--- src/rtl/rv32_wb_arbiter.sv ---
// Register-file write-port arbiter: pipeline writeback vs. buffered long-latency results, with a
// pending-destination scoreboard for hazard stalls. Optional starvation guard: RV32_WB_STARVE_GUARD_EN.
module rv32_wb_arbiter #(
  parameter int DEPTH        = 2,
  parameter int STARVE_LIMIT = 4
) (
  input  logic        clk,
  input  logic        reset,
  input  logic [4:0]  pipe_rd_in,
  input  logic        pipe_rd_write_in,
  input  logic        pipe_flush_in,
  input  logic [31:0] pipe_rd_value_in,
  input  logic        mc_valid_in,
  output logic        mc_ready_out,
  input  logic [4:0]  mc_rd_in,
  input  logic [31:0] mc_value_in,
  input  logic        issue_mc_in,
  input  logic [4:0]  issue_rd_in,
  input  logic [4:0]  dec_rs1_in,
  input  logic [4:0]  dec_rs2_in,
  input  logic [4:0]  dec_rd_in,
  output logic        stall_out,
  output logic [4:0]  rd_out,
  output logic        rd_write_out,
  output logic [31:0] rd_value_out
);

  localparam int AW = $clog2(DEPTH);
  localparam int CW = AW + 1;

  typedef struct packed {
    logic [4:0]  rd;
    logic [31:0] value;
  } mc_entry_t;

  mc_entry_t      mem_q [DEPTH];
  logic [AW-1:0]  wr_ptr_q, rd_ptr_q;
  logic [CW-1:0]  count_q, count_d;
  logic [31:0]    pending_q, pending_d;
  logic [4:0]     rd_q, rd_d;
  logic           rd_write_q, rd_write_d;
  logic [31:0]    rd_value_q, rd_value_d;

  logic           full, empty, push, pop, pw;
  logic           sel_pipe, sel_fifo, forced_drain, hazard;
  mc_entry_t      head;

  assign full         = (count_q == CW'(DEPTH));
  assign empty        = (count_q == '0);
  assign mc_ready_out = ~full;
  assign push         = mc_valid_in & ~full;
  assign head         = mem_q[rd_ptr_q];
  assign pw           = pipe_rd_write_in & ~pipe_flush_in & (|pipe_rd_in);

`ifdef RV32_WB_STARVE_GUARD_EN
  localparam int SW = $clog2(STARVE_LIMIT + 1);
  logic [SW-1:0] starve_q;

  assign forced_drain = ~empty & (starve_q >= SW'(STARVE_LIMIT));

  // Counts cycles a buffered result loses to the pipeline; any pop restarts the count.
  always_ff @(posedge clk or posedge reset) begin
    if (reset)                  starve_q <= '0;
    else if (pop)               starve_q <= '0;
    else if (~empty & sel_pipe) starve_q <= starve_q + SW'(1);
  end
`else
  assign forced_drain = 1'b0;
`endif

  assign sel_fifo = ~empty & (forced_drain | ~pw);
  assign sel_pipe = pw & ~forced_drain;
  assign pop      = sel_fifo;

  assign hazard = (pending_q[dec_rs1_in] & (|dec_rs1_in)) |
                  (pending_q[dec_rs2_in] & (|dec_rs2_in)) |
                  (pending_q[dec_rd_in]  & (|dec_rd_in));
  assign stall_out = hazard | forced_drain;

  // NOTE: every always_comb output gets a default first so no path leaves it unassigned (no latch).
  always_comb begin
    rd_d       = '0;
    rd_write_d = 1'b0;
    rd_value_d = '0;
    pending_d  = pending_q;
    count_d    = count_q;

    if (sel_pipe) begin
      rd_d       = pipe_rd_in;
      rd_write_d = 1'b1;
      rd_value_d = pipe_rd_value_in;
    end else if (sel_fifo) begin
      rd_d       = head.rd;
      rd_write_d = |head.rd;
      rd_value_d = head.value;
    end

    // Clear before set so an issue to the same register in the drain cycle keeps it pending.
    if (sel_fifo) pending_d[head.rd] = 1'b0;
    if (issue_mc_in & ~stall_out & (|issue_rd_in)) pending_d[issue_rd_in] = 1'b1;
    pending_d[0] = 1'b0;

    case ({push, pop})
      2'b10:   count_d = count_q + CW'(1);
      2'b01:   count_d = count_q - CW'(1);
      default: count_d = count_q;
    endcase
  end

  // NOTE: sequential state uses non-blocking assignments so every register samples pre-edge values.
  always_ff @(posedge clk or posedge reset) begin
    if (reset) begin
      wr_ptr_q   <= '0;
      rd_ptr_q   <= '0;
      count_q    <= '0;
      pending_q  <= '0;
      rd_q       <= '0;
      rd_write_q <= 1'b0;
      rd_value_q <= '0;
    end else begin
      if (push) wr_ptr_q <= wr_ptr_q + AW'(1);
      if (pop)  rd_ptr_q <= rd_ptr_q + AW'(1);
      count_q    <= count_d;
      pending_q  <= pending_d;
      rd_q       <= rd_d;
      rd_write_q <= rd_write_d;
      rd_value_q <= rd_value_d;
    end
  end

  // NOTE: FIFO storage is deliberately not reset; the count guarantees stale slots are never read.
  always_ff @(posedge clk) begin
    if (push) mem_q[wr_ptr_q] <= '{rd: mc_rd_in, value: mc_value_in};
  end

  assign rd_out       = rd_q;
  assign rd_write_out = rd_write_q;
  assign rd_value_out = rd_value_q;

endmodule

--- config.mk ---
export PLATFORM = sky130hd
export DESIGN_NAME = rv32_wb_arbiter
export DESIGN_NICKNAME = d
export VERILOG_FILES = /design/src/rtl/rv32_wb_arbiter.sv
export SDC_FILE = /design/constraint.sdc
export NUM_CORES = 1
export LEC_CHECK = 0
export CORE_MARGIN = 1
export CORE_UTILIZATION = 55
export CTS_BUF_LIST = sky130_fd_sc_hd__clkbuf_16
export DETAILED_ROUTE_END_ITERATION = 8
export PLACE_DENSITY = 0.9
export SYNTH_ARGS = -nofsm -noshare
export SYNTH_HDL_FRONTEND = slang
export SYNTH_SLANG_ARGS = --single-unit
--- constraint.sdc ---
create_clock -name clk -period 6.6 [get_ports clk]
set_input_delay 0.99 -clock clk [delete_from_list [all_inputs] [get_ports clk]]
set_output_delay 0.99 -clock clk [all_outputs]
set_load 0.05 [all_outputs]
==> impl_metrics.json, run 1 <==
{
  "outcome": "finished, violations left",
  "violations": "DRC",
  "leakagePower_nw": 3.33,
  "place_area_um2": 8090,
  "grt_pass1_wl_mm": 26.0,
  "fin_util_pct": 74.4,
  "place_inst": 753,
  "cts-resized-gates": 0,
  "finalCritPeriodShare_pct": 81.4,
  "grt_overflow_total": 0,
  "critPathKind": "in2out",
  "clk_latency_ns": 0.42,
  "dp_slack_ns": 1.25,
  "holdCritPathClass": "reg2reg",
  "synthArstFlopShare_pct": 49.7,
  "avgSynthCellArea_um2": 13.5,
  "track_usage_pct": 27.5,
  "firstDrtPassIters": 7,
  "worstPathRequired_ns": 5.61,
  "die_w_um": 112,
  "dp_hpwl_mm": 11.1,
  "place.gp.congestion": 0.893,
  "critPathCapture": "stall_out",
  "syn_area_um2": 6690,
  "synthCells": 496,
  "synth_seq_area_share_pct": 60.6,
  "via_count": 4853,
  "fin_area_um2": 8640,
  "cts_tree": "built",
  "crit_start": "dec_rs2_in[2]",
  "clock_sinks": 147,
  "setup_viol": 0,
  "detail_route.wl_per_cell_um": 20.9,
  "layout_min_cycle_time_ns": 5.37,
  "critPathMaxFanout": 32,
  "synth-seq-cells": 147,
  "cts_buffer_depth": 2,
  "tightest_slew_ns": 1.12,
  "antenna_left": 0,
  "rows": 39,
  "route.detailed.drc": 2,
  "start_kind": "primary input",
  "reg2reg_depth": 7,
  "syn_nets": 597,
  "area_delta_synth_final_pct": 29.3,
  "max-vdd-ir-drop_mv": 0.290,
  "power_density_nw_per_um2": 460,
  "antenna_found_initial": 0,
  "hold_buffers": 0,
  "nFillCells": 696,
  "cts_inserted_buffers": 17,
  "synth_edf_count": 74,
  "post_cts_buffers": 0,
  "grt_pass1_vias": 5055,
  "arrival_ns": 4.38,
  "ys_types": 64,
  "end_kind": "primary output",
  "drv_slew": 0,
  "hold_viol_final": 0,
  "rsz0062_at_grt": "false",
  "synth_warnings": 0,
  "die_h_um": 112,
  "nets": 730,
  "io-pin-count": 140,
  "r2r-start": "pending_q[2]",
  "layout_setup_ws_ns": 1.23,
  "clockRootBuffer": "clkbuf_16",
  "slew_headroom_pct": 25.4,
  "synth_ff_type": "edfxtp_1",
  "viasPerCell": 6.18,
  "htreeDepth": 4,
  "finClkSkew_ns": 0.00794,
  "fin_cells": 785,
  "maxCapViolCount": 0,
  "drive_gt1_share_pct": 9.97,
  "grt_max_degree": 46,
  "dieArea_um2": 12600,
  "first_iter_violations": 480,
  "r2r-end": "pending_q[15]",
  "diodes": 0,
  "r2r_setup_slack_ns": 4.14,
  "fin_setup_tns_ns": 0,
  "initial_core_util_pct": 57.6,
  "clock.fmax_mhz": 186,
  "port_buffers": 139,
  "drt-total-wl_mm": 16.4,
  "cts.clk_slew.worst_paths_ns": 0.06,
  "core_um2": 11600
}
[cells in the final DEF (no fill, tap or decap), types with 10 or more instances in the layout]
master / count
mux2i_1: 47
nand3b_1: 10
nand3_1: 10
nand2_1: 52
dfrtp_1: 72
mux4_2: 13
o41ai_1: 20
edfxtp_1: 74
clkbuf_16: 17
clkdlybuf4s50_1: 139
o21ai_0: 13
o21ai_1: 58
nor2_1: 10
[per-stage QoR]
stage               power [mW]  hold slack [ns]
floorplan                 2.56            0.461
global placement          3.01            0.497
detailed placement        3.06            0.510
CTS                       3.97            0.520
global route              4.13            0.547
finish                    3.97            0.523
[where the power goes]
group	internal (mW)	total [mW]	switching, mW
Sequential	1.30	1.49	0.194
Clock	0.547	0.903	0.356
Combinational	0.594	1.58	0.982
Total	2.44	3.97	1.53
[cells in the mapped netlist, drive strengths merged, types with 2 or more instances]
| cell type | number | area share (%) |
|---|---|---|
| a21oi | 5 | 0.37 |
| a32oi | 2 | 0.26 |
| buf | 14 | 2.3 |
| clkbuf | 16 | 0.90 |
| dfrtp | 73 | 27 |
| edfxtp | 74 | 33 |
| inv | 7 | 0.39 |
| mux2 | 3 | 0.56 |
| mux2i | 47 | 7.0 |
| mux4 | 17 | 6.0 |
| nand2 | 53 | 3.0 |
| nand2b | 4 | 0.37 |
| nand3 | 11 | 0.90 |
| nand3b | 10 | 1.1 |
| nand4 | 2 | 0.19 |
| nor2 | 11 | 0.62 |
| nor2b | 3 | 0.28 |
| o21ai | 71 | 5.3 |
| o31ai | 4 | 0.45 |
| o32ai | 2 | 0.37 |
| o41ai | 27 | 4.3 |
| or2 | 2 | 0.19 |
| or2b | 2 | 0.28 |
| or3 | 9 | 0.84 |
| or3b | 2 | 0.26 |
| xnor2 | 4 | 0.52 |
[registers in the layout, summed over array words and instances (netlist names)]
| name | cells |
|---|---|
| mem_q | 74 |
| rd_value_out | 32 |
| pending_q | 31 |
| rd_out | 5 |
| count_q | 2 |
| rd_ptr_q | 1 |
| rd_write_out | 1 |
| wr_ptr_q | 1 |
[cell families after synthesis]
group | Yosys count | synth area share [%]
XOR/XNOR | 5 | 0.655
adder cells (fa/ha/maj) | 1 | 0.187
flip-flops | 147 | 60.6
multiplexers | 67 | 13.6
AND/OR/NAND/NOR | 114 | 8.61
AO/OA/AOI/OAI | 125 | 12.8
buffers and inverters | 37 | 3.59
[area by class of cell]
type | instances | area [um2] | share of cell area, %
repair buffers | 144 | 1430 | 16.5
well taps | 143 | 179 | 2.07
inverters | 7 | 26.3 | 0.304
multi-input cells | 312 | 2400 | 27.8
clock inverters | 15 | 129 | 1.49
clock buffers | 17 | 425 | 4.92
flip-flops and latches | 147 | 4050 | 46.9
[worst min-delay path by stage]
stage	cells after the start	slack, ns	to	startpoint
3_5_place_dp	2	0.51	rd_value_out[10]	mem_q[0][10]
5_1_grt	1	0.55	count_q[1]	count_q[1]
4_1_cts	2	0.52	rd_value_out[10]	mem_q[0][10]
6_report	2	0.52	rd_value_out[17]	mem_q[0][17]
2_1_floorplan	1	0.46	wr_ptr_q	wr_ptr_q
3_3_place_gp	2	0.50	rd_value_out[17]	mem_q[0][17]
[worst max-delay path, stage by stage]
cell and delay (ns):
clkdlybuf4s50_1 0.85, mux4_1 0.62, mux2_4 0.29, o32ai_2 0.19, a41o_1 0.15, nand3_2 0.07
buf_4 0.25, or2_1 0.25, clkdlybuf4s50_1 0.70
[metal layers]
metal	track usage, %	wire length (um)	vias up
met4	10.3	344	0
met3	9.13	1390	29
met5	0	0	-
met1	32.8	6440	2409
li1	-	-	2186
met2	46.5	8280	229
(Power assumes the default switching activity.)
==> run 2, diff against run 1 <==
--- a/config.mk
+++ b/config.mk
@@ -6,10 +6,10 @@
 export NUM_CORES = 1
 export LEC_CHECK = 0
 export CORE_MARGIN = 1
-export CORE_UTILIZATION = 55
+export CORE_UTILIZATION = 51
 export CTS_BUF_LIST = sky130_fd_sc_hd__clkbuf_16
 export DETAILED_ROUTE_END_ITERATION = 8
-export PLACE_DENSITY = 0.9
+export PLACE_DENSITY = 0.85
 export SYNTH_ARGS = -nofsm -noshare
 export SYNTH_HDL_FRONTEND = slang
 export SYNTH_SLANG_ARGS = --single-unit
==> constraint.sdc (replaced) <==
create_clock -name clk -period 5.4 [get_ports clk]
set_input_delay 0.81 -clock clk [delete_from_list [all_inputs] [get_ports clk]]
set_output_delay 0.81 -clock clk [all_outputs]
set_load 0.05 [all_outputs]
==> run 2 against run 1 <==
Clock-buffer cell count is the same. Cell count grew 3.8%. Critical path type unchanged. The run now ends clean. Sequential power grew 29%.
==> impl_metrics.json, run 2 (same netlist as run 1, synthesis figures left out) <==
{
  "cpMostUsedCell": "clkdlybuf4s50_1",
  "diodes": 0,
  "hold_buffers": 0,
  "antenna_found_initial": 0,
  "finClkSkew_ns": 0.00927,
  "firstDrtPassIters": 5,
  "cp_cell_sequence": "clkdlybuf4s50_1 > mux4_1 > mux2_4 > o32ai_2 > a41o_1 > nand3_2 > or2_1 > clkdlybuf4s50_1",
  "cts_inserted_buffers": 17,
  "place_area_um2": 8130,
  "route.detailed.drc": 0,
  "hold_viol_final": 0,
  "drv_slew": 0,
  "leakagePower_nw": 3.33,
  "rows": 41,
  "detail_route.wl_per_cell_um": 21.6,
  "clock.fmax_mhz": 214,
  "track_usage_pct": 27.9,
  "end_kind": "primary output",
  "grt_pass1_wl_mm": 27.5,
  "area_delta_synth_final_pct": 29.6,
  "cpMaxStageDelayCell": "clkdlybuf4s50_1",
  "slew_headroom_pct": 19.6,
  "power_density_nw_per_um2": 560,
  "grt_pass1_vias": 5134,
  "critPathMaxFanout": 7,
  "drive_gt1_share_pct": 10.3,
  "clock_sinks": 147,
  "antenna_left": 0,
  "core_um2": 12700,
  "start_kind": "primary input",
  "finalCritPeriodShare_pct": 86.6,
  "dp_hpwl_mm": 12.0,
  "layout_min_cycle_time_ns": 4.68,
  "fin_setup_tns_ns": 0,
  "drt-total-wl_mm": 17.6,
  "multi_input_area_um2": 2400,
  "htreeDepth": 4,
  "arrival_ns": 3.87,
  "max-vdd-ir-drop_mv": 0.367,
  "grt_max_degree": 49,
  "critPathKind": "in2out",
  "grt_overflow_total": 0,
  "die_h_um": 116,
  "clockRootBuffer": "clkbuf_16",
  "cts_tree": "built",
  "holdCritPathClass": "reg2reg",
  "via_count": 4935,
  "first_iter_violations": 418,
  "rsz0062_at_grt": "false",
  "largest_register": "mem_q",
  "cts-resized-gates": 0,
  "layout.area.seq_um2": 4050,
  "dieArea_um2": 13600,
  "cp_slowest_stage_delay_ns": 0.72,
  "fin_area_um2": 8670,
  "port_buffers": 139,
  "initial_core_util_pct": 52.5,
  "cts.clk_slew.worst_paths_ns": 0.06,
  "nFillCells": 914,
  "place.gp.congestion": 0.903,
  "tightest_slew_ns": 1.21,
  "clk_latency_ns": 0.42,
  "layout_common_cells": "clkdlybuf4s50_1, edfxtp_1, dfrtp_1",
  "die_w_um": 116,
  "cts_buffer_depth": 2,
  "setup_viol": 0,
  "post_cts_buffers": 0,
  "cp_top_family": "buffers and inverters",
  "maxCapViolCount": 0,
  "crit_buf_inv": 2,
  "io-pin-count": 140,
  "nets": 731,
  "largest_reg_flops": 74,
  "viasPerCell": 6.06,
  "final_common_cell": "clkdlybuf4s50_1",
  "outcome": "completed",
  "worstPathRequired_ns": 4.59
}
-- run 2: path summary, 6_finish.rpt --
path	slack [ns]	endpoint	cells after the start	startpoint
max	0.72	stall_out	8	dec_rs2_in[2]
min	0.53	rd_value_out[30]	2	mem_q[1][30]
max reg2reg	2.77	pending_q[25]	6	rd_ptr_q
min reg2reg	0.53	rd_value_out[30]	2	mem_q[1][30]
max in group asynchronous	3.50	pending_q[9]	3	reset
min in group asynchronous	0.96	rd_value_out[16]	2	reset
-- run 2: final cells by class --
class	instances	area share [%]
Sequential cell	147	46.7
Multi-Input combinational cell	312	27.7
Timing Repair Buffer	145	16.6
Clock buffer	17	4.91
Tap cell	172	2.48
Clock inverter	15	1.26
Inverter	7	0.303
-- run 2: worst register-to-register path, stage by stage (launching register included) --
cell and delay [ns]:
dfrtp_2 1.17, nand2_1 0.20, and2_0 0.35, nor2_1 0.20
nand2_1 0.14, o31ai_1 0.32, o41ai_1 0.13
-- run 2: where the power goes --
| group | leakage [nW] | switching (mW) | internal, mW |
|---|---|---|---|
| Clock | 0.275 | 0.439 | 0.620 |
| Combinational | 1.45 | 1.14 | 0.728 |
| Sequential | 1.61 | 0.332 | 1.59 |
| Total | 3.33 | 1.91 | 2.94 |
-- run 2: layer usage --
| layer | up-vias | share of wire [%] | track usage, % |
|---|---|---|---|
| met5 | - | 0 | 0 |
| met4 | 0 | 2.5 | 12.6 |
| met3 | 45 | 8.4 | 7.84 |
| met2 | 259 | 50 | 46.5 |
| met1 | 2441 | 39 | 34.0 |
| li1 | 2190 | - | - |
-- run 2: through the flow --
stage	setup WS, ns	utilization (%)	instances	hold WS (ns)	power, mW
after global routing	0.639	68.1	815	0.559	5.04
after global placement	0.826	63.9	783	0.502	3.70
after CTS	0.727	68.1	815	0.539	4.85
after detailed placement	0.733	63.9	783	0.524	3.77
final	0.721	68.1	815	0.534	4.85
after floorplan	1.89	-	496	0.461	3.13
==> run 3, diff against run 2 <==
--- a/config.mk
+++ b/config.mk
@@ -5,11 +5,13 @@
 export SDC_FILE = /design/constraint.sdc
 export NUM_CORES = 1
 export LEC_CHECK = 0
+export ABC_CLOCK_PERIOD_IN_PS = 5400
 export CORE_MARGIN = 1
 export CORE_UTILIZATION = 51
 export CTS_BUF_LIST = sky130_fd_sc_hd__clkbuf_16
 export DETAILED_ROUTE_END_ITERATION = 8
 export PLACE_DENSITY = 0.85
+export SLEW_MARGIN = 10
 export SYNTH_ARGS = -nofsm -noshare
 export SYNTH_HDL_FRONTEND = slang
 export SYNTH_SLANG_ARGS = --single-unit
==> results of run 3 <==
No change in the layout: final DEF, timing and power equal those of run 2.
